`src/rtl/mem_arbiter_if.sv`:
```
// rtl/mem_arbiter_if.sv - fetch, load/store and memory port bundle around mem_arbiter
// The arbiter takes the slave view; the core stages and memory model take the master view.
interface mem_arbiter_if #(
    parameter int ADDR_WIDTH = 64,
    parameter int DATA_WIDTH = 64
);
    logic                      ifu_req_valid;
    logic                      ifu_req_ready;
    logic [ADDR_WIDTH-1:0]     ifu_addr;
    logic                      ifu_resp_valid;
    logic [DATA_WIDTH-1:0]     ifu_rdata;
    logic                      ifu_resp_err;

    logic                      lsu_req_valid;
    logic                      lsu_req_ready;
    logic [ADDR_WIDTH-1:0]     lsu_addr;
    logic                      lsu_wen;
    logic [DATA_WIDTH-1:0]     lsu_wdata;
    logic [DATA_WIDTH/8-1:0]   lsu_wmask;
    logic                      lsu_resp_valid;
    logic [DATA_WIDTH-1:0]     lsu_rdata;
    logic                      lsu_resp_err;

    logic                      mem_req_valid;
    logic                      mem_req_ready;
    logic [ADDR_WIDTH-1:0]     mem_addr;
    logic                      mem_wen;
    logic [DATA_WIDTH-1:0]     mem_wdata;
    logic [DATA_WIDTH/8-1:0]   mem_wmask;
    logic                      mem_resp_valid;
    logic [DATA_WIDTH-1:0]     mem_rdata;

    modport slave (
        input  ifu_req_valid, ifu_addr,
        output ifu_req_ready, ifu_resp_valid, ifu_rdata, ifu_resp_err,
        input  lsu_req_valid, lsu_addr, lsu_wen, lsu_wdata, lsu_wmask,
        output lsu_req_ready, lsu_resp_valid, lsu_rdata, lsu_resp_err,
        output mem_req_valid, mem_addr, mem_wen, mem_wdata, mem_wmask,
        input  mem_req_ready, mem_resp_valid, mem_rdata
    );

    modport master (
        output ifu_req_valid, ifu_addr,
        input  ifu_req_ready, ifu_resp_valid, ifu_rdata, ifu_resp_err,
        output lsu_req_valid, lsu_addr, lsu_wen, lsu_wdata, lsu_wmask,
        input  lsu_req_ready, lsu_resp_valid, lsu_rdata, lsu_resp_err,
        input  mem_req_valid, mem_addr, mem_wen, mem_wdata, mem_wmask,
        output mem_req_ready, mem_resp_valid, mem_rdata
    );
endinterface

```
`src/rtl/mem_arbiter.sv`:
```
// rtl/mem_arbiter.sv - round-robin IFU/LSU arbiter onto a single memory port
// One transaction in flight; a response timeout turns a stuck memory into an error response.
module mem_arbiter #(
    parameter int ADDR_WIDTH = 64,
    parameter int DATA_WIDTH = 64,
    parameter int TIMEOUT    = 255
) (
    input  logic          clk,
    input  logic          rst,
    mem_arbiter_if.slave  bus
);
    localparam int         MASK_WIDTH = DATA_WIDTH / 8;
    localparam logic [7:0] TIMEOUT_CNT = 8'(TIMEOUT);

    typedef enum logic [1:0] {S_IDLE, S_REQ, S_WAIT} state_t;
    typedef enum logic {OWN_IFU, OWN_LSU} owner_t;

    state_t                  state_q, state_d;
    owner_t                  owner_q, owner_d;
    owner_t                  last_q, last_d;
    logic [ADDR_WIDTH-1:0]   addr_q, addr_d;
    logic                    wen_q, wen_d;
    logic [DATA_WIDTH-1:0]   wdata_q, wdata_d;
    logic [MASK_WIDTH-1:0]   wmask_q, wmask_d;
    logic [7:0]              cnt_q, cnt_d;

    logic grant_ifu, grant_lsu;
    logic resp_fire, resp_err;

    always_comb begin
        state_d   = state_q;
        owner_d   = owner_q;
        last_d    = last_q;
        addr_d    = addr_q;
        wen_d     = wen_q;
        wdata_d   = wdata_q;
        wmask_d   = wmask_q;
        cnt_d     = cnt_q;
        grant_ifu = 1'b0;
        grant_lsu = 1'b0;
        resp_fire = 1'b0;
        resp_err  = 1'b0;

        case (state_q)
            S_IDLE: begin
                // On a tie the side that did not win last time goes first.
                grant_lsu = bus.lsu_req_valid && (!bus.ifu_req_valid || last_q == OWN_IFU);
                grant_ifu = bus.ifu_req_valid && !grant_lsu;
                if (grant_lsu) begin
                    addr_d  = bus.lsu_addr;
                    wen_d   = bus.lsu_wen;
                    wdata_d = bus.lsu_wdata;
                    wmask_d = bus.lsu_wmask;
                    owner_d = OWN_LSU;
                    last_d  = OWN_LSU;
                    state_d = S_REQ;
                end else if (grant_ifu) begin
                    addr_d  = bus.ifu_addr;
                    wen_d   = 1'b0;
                    wdata_d = '0;
                    wmask_d = '0;
                    owner_d = OWN_IFU;
                    last_d  = OWN_IFU;
                    state_d = S_REQ;
                end
            end
            S_REQ: begin
                if (bus.mem_req_ready) begin
                    cnt_d   = 8'd0;
                    state_d = S_WAIT;
                end
            end
            S_WAIT: begin
                if (bus.mem_resp_valid) begin
                    resp_fire = 1'b1;
                    state_d   = S_IDLE;
                end else if (cnt_q == TIMEOUT_CNT) begin
                    resp_fire = 1'b1;
                    resp_err  = 1'b1;
                    state_d   = S_IDLE;
                end else begin
                    cnt_d = cnt_q + 8'd1;
                end
            end
            default: state_d = S_IDLE;
        endcase
    end

    always_ff @(posedge clk) begin
        if (rst) begin
            state_q <= S_IDLE;
            owner_q <= OWN_IFU;
            last_q  <= OWN_IFU;
            addr_q  <= '0;
            wen_q   <= 1'b0;
            wdata_q <= '0;
            wmask_q <= '0;
            cnt_q   <= 8'd0;
        end else begin
            state_q <= state_d;
            owner_q <= owner_d;
            last_q  <= last_d;
            addr_q  <= addr_d;
            wen_q   <= wen_d;
            wdata_q <= wdata_d;
            wmask_q <= wmask_d;
            cnt_q   <= cnt_d;
        end
    end

    // Reset suppresses both grants and responses so an abandoned transaction never answers.
    logic ifu_resp, lsu_resp;
    logic [DATA_WIDTH-1:0] resp_data;

    assign ifu_resp  = resp_fire && !rst && owner_q == OWN_IFU;
    assign lsu_resp  = resp_fire && !rst && owner_q == OWN_LSU;
    assign resp_data = resp_err ? '0 : bus.mem_rdata;

    assign bus.ifu_req_ready  = grant_ifu && !rst;
    assign bus.lsu_req_ready  = grant_lsu && !rst;

    assign bus.ifu_resp_valid = ifu_resp;
    assign bus.ifu_resp_err   = ifu_resp && resp_err;
    assign bus.ifu_rdata      = ifu_resp ? resp_data : '0;
    assign bus.lsu_resp_valid = lsu_resp;
    assign bus.lsu_resp_err   = lsu_resp && resp_err;
    assign bus.lsu_rdata      = lsu_resp ? resp_data : '0;

    assign bus.mem_req_valid  = state_q == S_REQ;
    assign bus.mem_addr       = addr_q;
    assign bus.mem_wen        = wen_q;
    assign bus.mem_wdata      = wdata_q;
    assign bus.mem_wmask      = wmask_q;
endmodule

```
`src/flat_wrapper.sv`:
```
// flat-port wrapper written by rule: the top's interface ports become plain ports
module mem_arbiter_flat 
#(
    parameter int ADDR_WIDTH = 64,
    parameter int DATA_WIDTH = 64,
    parameter int TIMEOUT    = 255
)
  (clk, rst, bus_ifu_req_valid, bus_ifu_addr, bus_ifu_req_ready, bus_ifu_resp_valid, bus_ifu_rdata, bus_ifu_resp_err, bus_lsu_req_valid, bus_lsu_addr, bus_lsu_wen, bus_lsu_wdata, bus_lsu_wmask, bus_lsu_req_ready, bus_lsu_resp_valid, bus_lsu_rdata, bus_lsu_resp_err, bus_mem_req_valid, bus_mem_addr, bus_mem_wen, bus_mem_wdata, bus_mem_wmask, bus_mem_req_ready, bus_mem_resp_valid, bus_mem_rdata);
  mem_arbiter_if #(.ADDR_WIDTH(ADDR_WIDTH), .DATA_WIDTH(DATA_WIDTH)) bus_i ();
  input  logic clk;
  input  logic rst;
  input wire logic [$bits(bus_i.ifu_req_valid)-1:0] bus_ifu_req_valid;
  input wire logic [$bits(bus_i.ifu_addr)-1:0] bus_ifu_addr;
  output wire logic [$bits(bus_i.ifu_req_ready)-1:0] bus_ifu_req_ready;
  output wire logic [$bits(bus_i.ifu_resp_valid)-1:0] bus_ifu_resp_valid;
  output wire logic [$bits(bus_i.ifu_rdata)-1:0] bus_ifu_rdata;
  output wire logic [$bits(bus_i.ifu_resp_err)-1:0] bus_ifu_resp_err;
  input wire logic [$bits(bus_i.lsu_req_valid)-1:0] bus_lsu_req_valid;
  input wire logic [$bits(bus_i.lsu_addr)-1:0] bus_lsu_addr;
  input wire logic [$bits(bus_i.lsu_wen)-1:0] bus_lsu_wen;
  input wire logic [$bits(bus_i.lsu_wdata)-1:0] bus_lsu_wdata;
  input wire logic [$bits(bus_i.lsu_wmask)-1:0] bus_lsu_wmask;
  output wire logic [$bits(bus_i.lsu_req_ready)-1:0] bus_lsu_req_ready;
  output wire logic [$bits(bus_i.lsu_resp_valid)-1:0] bus_lsu_resp_valid;
  output wire logic [$bits(bus_i.lsu_rdata)-1:0] bus_lsu_rdata;
  output wire logic [$bits(bus_i.lsu_resp_err)-1:0] bus_lsu_resp_err;
  output wire logic [$bits(bus_i.mem_req_valid)-1:0] bus_mem_req_valid;
  output wire logic [$bits(bus_i.mem_addr)-1:0] bus_mem_addr;
  output wire logic [$bits(bus_i.mem_wen)-1:0] bus_mem_wen;
  output wire logic [$bits(bus_i.mem_wdata)-1:0] bus_mem_wdata;
  output wire logic [$bits(bus_i.mem_wmask)-1:0] bus_mem_wmask;
  input wire logic [$bits(bus_i.mem_req_ready)-1:0] bus_mem_req_ready;
  input wire logic [$bits(bus_i.mem_resp_valid)-1:0] bus_mem_resp_valid;
  input wire logic [$bits(bus_i.mem_rdata)-1:0] bus_mem_rdata;
  assign bus_i.ifu_req_valid = bus_ifu_req_valid;
  assign bus_i.ifu_addr = bus_ifu_addr;
  assign bus_ifu_req_ready = bus_i.ifu_req_ready;
  assign bus_ifu_resp_valid = bus_i.ifu_resp_valid;
  assign bus_ifu_rdata = bus_i.ifu_rdata;
  assign bus_ifu_resp_err = bus_i.ifu_resp_err;
  assign bus_i.lsu_req_valid = bus_lsu_req_valid;
  assign bus_i.lsu_addr = bus_lsu_addr;
  assign bus_i.lsu_wen = bus_lsu_wen;
  assign bus_i.lsu_wdata = bus_lsu_wdata;
  assign bus_i.lsu_wmask = bus_lsu_wmask;
  assign bus_lsu_req_ready = bus_i.lsu_req_ready;
  assign bus_lsu_resp_valid = bus_i.lsu_resp_valid;
  assign bus_lsu_rdata = bus_i.lsu_rdata;
  assign bus_lsu_resp_err = bus_i.lsu_resp_err;
  assign bus_mem_req_valid = bus_i.mem_req_valid;
  assign bus_mem_addr = bus_i.mem_addr;
  assign bus_mem_wen = bus_i.mem_wen;
  assign bus_mem_wdata = bus_i.mem_wdata;
  assign bus_mem_wmask = bus_i.mem_wmask;
  assign bus_i.mem_req_ready = bus_mem_req_ready;
  assign bus_i.mem_resp_valid = bus_mem_resp_valid;
  assign bus_i.mem_rdata = bus_mem_rdata;
  mem_arbiter #(.ADDR_WIDTH(ADDR_WIDTH), .DATA_WIDTH(DATA_WIDTH), .TIMEOUT(TIMEOUT)) u_core (.clk(clk), .rst(rst), .bus(bus_i));
endmodule
```
`config.mk`:
```
export PLATFORM = sky130hd
export DESIGN_NAME = mem_arbiter_flat
export DESIGN_NICKNAME = d
export VERILOG_FILES = /design/src/rtl/mem_arbiter_if.sv /design/src/rtl/mem_arbiter.sv /design/src/flat_wrapper.sv
export SDC_FILE = /design/constraint.sdc
export NUM_CORES = 1
export LEC_CHECK = 0
export BUFFER_PORTS_ARGS = -buffer_cell sky130_fd_sc_hd__buf_2
export CORE_AREA = 8 8 204 206
export CTS_CLUSTER_SIZE = 28
export DETAILED_ROUTE_END_ITERATION = 8
export DIE_AREA = 0 0 212 214
export GPL_ROUTABILITY_DRIVEN = 0
export HOLD_SLACK_MARGIN = 0.05
export PLACE_DENSITY = 0.45
export SLEW_MARGIN = 20
export SYNTH_ARGS = -nofsm -noshare
export SYNTH_HDL_FRONTEND = slang
export SYNTH_SLANG_ARGS = --single-unit
```
`constraint.sdc`:
```
create_clock -name clk -period 3.5 [get_ports clk]
set_clock_uncertainty 0.2 [all_clocks]
set_input_delay 0.35 -clock clk [delete_from_list [all_inputs] [get_ports clk]]
set_output_delay 0.35 -clock clk [all_outputs]
set_load 0.05 [all_outputs]
```
==> metrics.yaml <==
routing:
  drt_pass1_iterations: 5
  vias_per_cell: 4.040
  vias: 7519
  drt_wl_total_mm: 30.63
  first_iter_violations: 505
  avgRoutedWirePerCell_um: 16.46
  postRouteAntennaNets: 0
  drc: 0
timing:
  drv_slew: 0
  max_freq_ghz: 0.3528
  fin_tns_setup_ns: 0
  min_period_ns: 2.835
  slew_headroom_pct: 49.79
  setup_viol: 0
  rsz0062_at_grt: "false"
  tightest_slew_ns: 0.7513
  hold_ws_ns: 0.06972
  finalHoldViolCount: 0
  fin_crit_sh_pct: 80.99
worst_setup_path:
  max_stage_delay_ns: 0.46
  crit_buf_inv: 2
  crit_cells: 5
  regToRegSetupSlack_ns: 1.26
  crit_slowest_cell: "dfxtp_1"
  r2r-end: "u_core.bus.mem_addr[26]"
  crit_path_start_kind: "flip-flop"
  required_ns: 2.95
  crit_path_end: "bus_lsu_rdata[47]"
  crit_start: "u_core.state_q[1]"
  cp_max_fo: 64
  end_kind: "primary output"
  cp_cell_sequence: "nor2b_1, nand3_2, buf_4, nor2_1, buf_2"
  crit_arrival_ns: 2.28
  critical_path.top_delay_family: "simple AND/OR/NAND/NOR gates"
  rr_worst_depth: 5
  regToRegStartpoint: "u_core.owner_q"
  critPathKind: "flip-flop to primary output"
synth:
  synth-edff-count: 0
  ys_warn_count: 0
  ys_types: 39
  async_reset_ff_share_pct: 0
  synth_area_per_cell_um2: 8.894
  syn-num-nets: 1009
  ys_seq_elements: 148
  synth_cells: 737
  ys.flop_type: "dfxtp_1"
  netlist_area_um2: 6555
  ys_seq_area_share_pct: 45.20
global_routing:
  grt-ovfl-total: 0
  grt_pass1_wl_mm: 45.79
  grt_max_degree: 130
  grt_pass1_vias: 7573
  antenna_found_initial: 4
  track_usage_pct: 12.83
clock_tree:
  insertion_delay_ns: 0.41
  cts_root_buffer: "clkbuf_16"
  cts_tree: "built"
  htree_levels: 4
  cts_buffer_depth: 2
  cts.clk_slew.worst_paths_ns: 0.07
  cts_setup_buffers: 0
  cts_buffers: 17
  clkSinkCount: 148
place:
  io_buffers: 542
  place_area_um2: 9752
  hpwlAfterDp_mm: 23.77
  dp_cells: 1741
layout:
  design_area_um2: 11240
  area_growth_syn_to_layout_pct: 71.48
  final_cells: 1861
  finalNetCount: 1600
  drive_gt1_share_pct: 44.07
floorplan:
  start_util_pct: 17.12
  die_w_um: 212
  die_area_um2: 45370
  num_rows: 72
  coreArea_um2: 38290
  boundaryPins: 543
  chipHeight_um: 214
power:
  power_density_nw_per_um2: 473.8
  leakagePower_uw: 0.005712
  vdd_drop_max_mv: 0.2658
min_path:
  hp-class: "input port to flip-flop"
  hold_depth: 3
job:
  max_cap_viol_count: 0
run_status:
  outcome: "completed"
[cells in the final DEF (no fill, tap or decap), drive strengths merged, types with 3 or more instances in the layout]
cell         count
a211oi          64
nand2            7
a22o            73
o21ai            4
buf            552
nor2           203
dlygate4sd3     86
mux2i           64
bufinv           3
a21oi            3
inv             10
nor3             4
nand3            5
and2             3
dfxtp          148
nand2b          65
clkbuf          18
nor3b            3
[power by group]
group / internal, uW / switching (uW) / leakage (uW)
Clock: 1150 / 807 / 0.000299
Sequential: 1840 / 79.4 / 0.00122
Combinational: 469 / 983 / 0.00419
Total: 3460 / 1870 / 0.00571
[state kept, by name, indices dropped and copies added (netlist names)]
name and flops:
u_core.bus.mem_wen 1, u_core.bus.mem_wmask 8, u_core.state_q 2, u_core.bus.mem_addr 64, u_core.cnt_q 8, u_core.owner_q 1
u_core.bus.mem_wdata 64
[cell type report]
cell class / count / area [um2]
Fill cell: 4148 / 27050
Clock buffer: 18 / 429.2
Inverter: 3 / 11.26
Timing Repair Buffer: 638 / 3689
Antenna cell: 2 / 5.005
Sequential cell: 148 / 2963
Clock inverter: 14 / 193.9
Tap cell: 518 / 648.1
Multi-Input combinational cell: 520 / 3302
[through the flow]
step / power [uW] / worst slack (ns) / utilization (%)
2_1_floorplan: 2897 / 0.8384 / -
3_3_place_gp: 3333 / 1.048 / 25.47
3_5_place_dp: 3339 / 1.022 / 25.47
4_1_cts: 5428 / 0.6939 / 29.35
5_1_grt: 5605 / 0.5707 / 29.36
6_report: 5326 / 0.6653 / 29.36
[cells in the mapped netlist (all sizes together) (2+ instances only)]
cell type	n	area, um2
nor2	203	762.0
dfxtp	148	2963
a22o	73	639.4
nand2b	65	406.6
a211oi	64	480.5
mux2i	64	640.6
clkbuf	38	142.6
buf	28	168.9
nand2	7	26.28
nand3	5	25.02
nor3	4	25.02
o21ai	4	20.01
a21oi	3	15.01
and2	3	18.77
inv	3	11.26
nor3b	3	27.52
a211o	2	17.52
a21o	2	15.01
a31oi	2	12.51
nand4	2	12.51
nor2b	2	12.51
[cell families (layout without fill, tap and decap cells)]
logic type | count (synthesis) | after routing | synth area share, %
mux | 65 | 65 | 9.945
xor+xnor | 1 | 1 | 0.1336
flops | 148 | 148 | 45.20
compound gates | 155 | 155 | 19.01
simple gates | 298 | 298 | 20.60
other cells | 0 | 2 | 0
fa+ha+maj | 1 | 1 | 0.1908
buf+inv | 69 | 673 | 4.925
[repair_timing]
| action | 4_1_cts | 5_1_grt |
|---|---|---|
| hold buffers | 86 | 0 |
| endpoints found under the setup margin | 0 | 0 |
| resized for setup | 0 | 0 |
| hold endpoints to repair | 83 | 0 |
[worst min-delay path by stage]
stage,start,end,slack [ns]
6_report,bus_ifu_addr[40],u_core.bus.mem_addr[40],0.07
5_1_grt,bus_ifu_addr[45],u_core.bus.mem_addr[45],0.06
4_1_cts,bus_ifu_addr[0],u_core.bus.mem_addr[0],0.05
3_5_place_dp,u_core.bus.mem_wdata[63],u_core.bus.mem_wdata[63],0.25
3_3_place_gp,u_core.bus.mem_wdata[6],u_core.bus.mem_wdata[6],0.25
2_1_floorplan,u_core.cnt_q[1],u_core.cnt_q[1],0.28
[worst min-delay path: cells and delay by family]
family                 cells  cell delay (ns)
AOI/OAI and AO/OA          1             0.08
buffers and inverters      1             0.10
muxes                      1             0.12
[routing by layer]
| layer | track usage (%) | wire length (um) |
|---|---|---|
| met1 | 15.47 | 12770 |
| met2 | 21.46 | 14970 |
| met3 | 4.341 | 2411 |
| met4 | 3.406 | 458 |
| met5 | 0 | 25 |
Note: power is estimated with default switching activity, not from simulation.
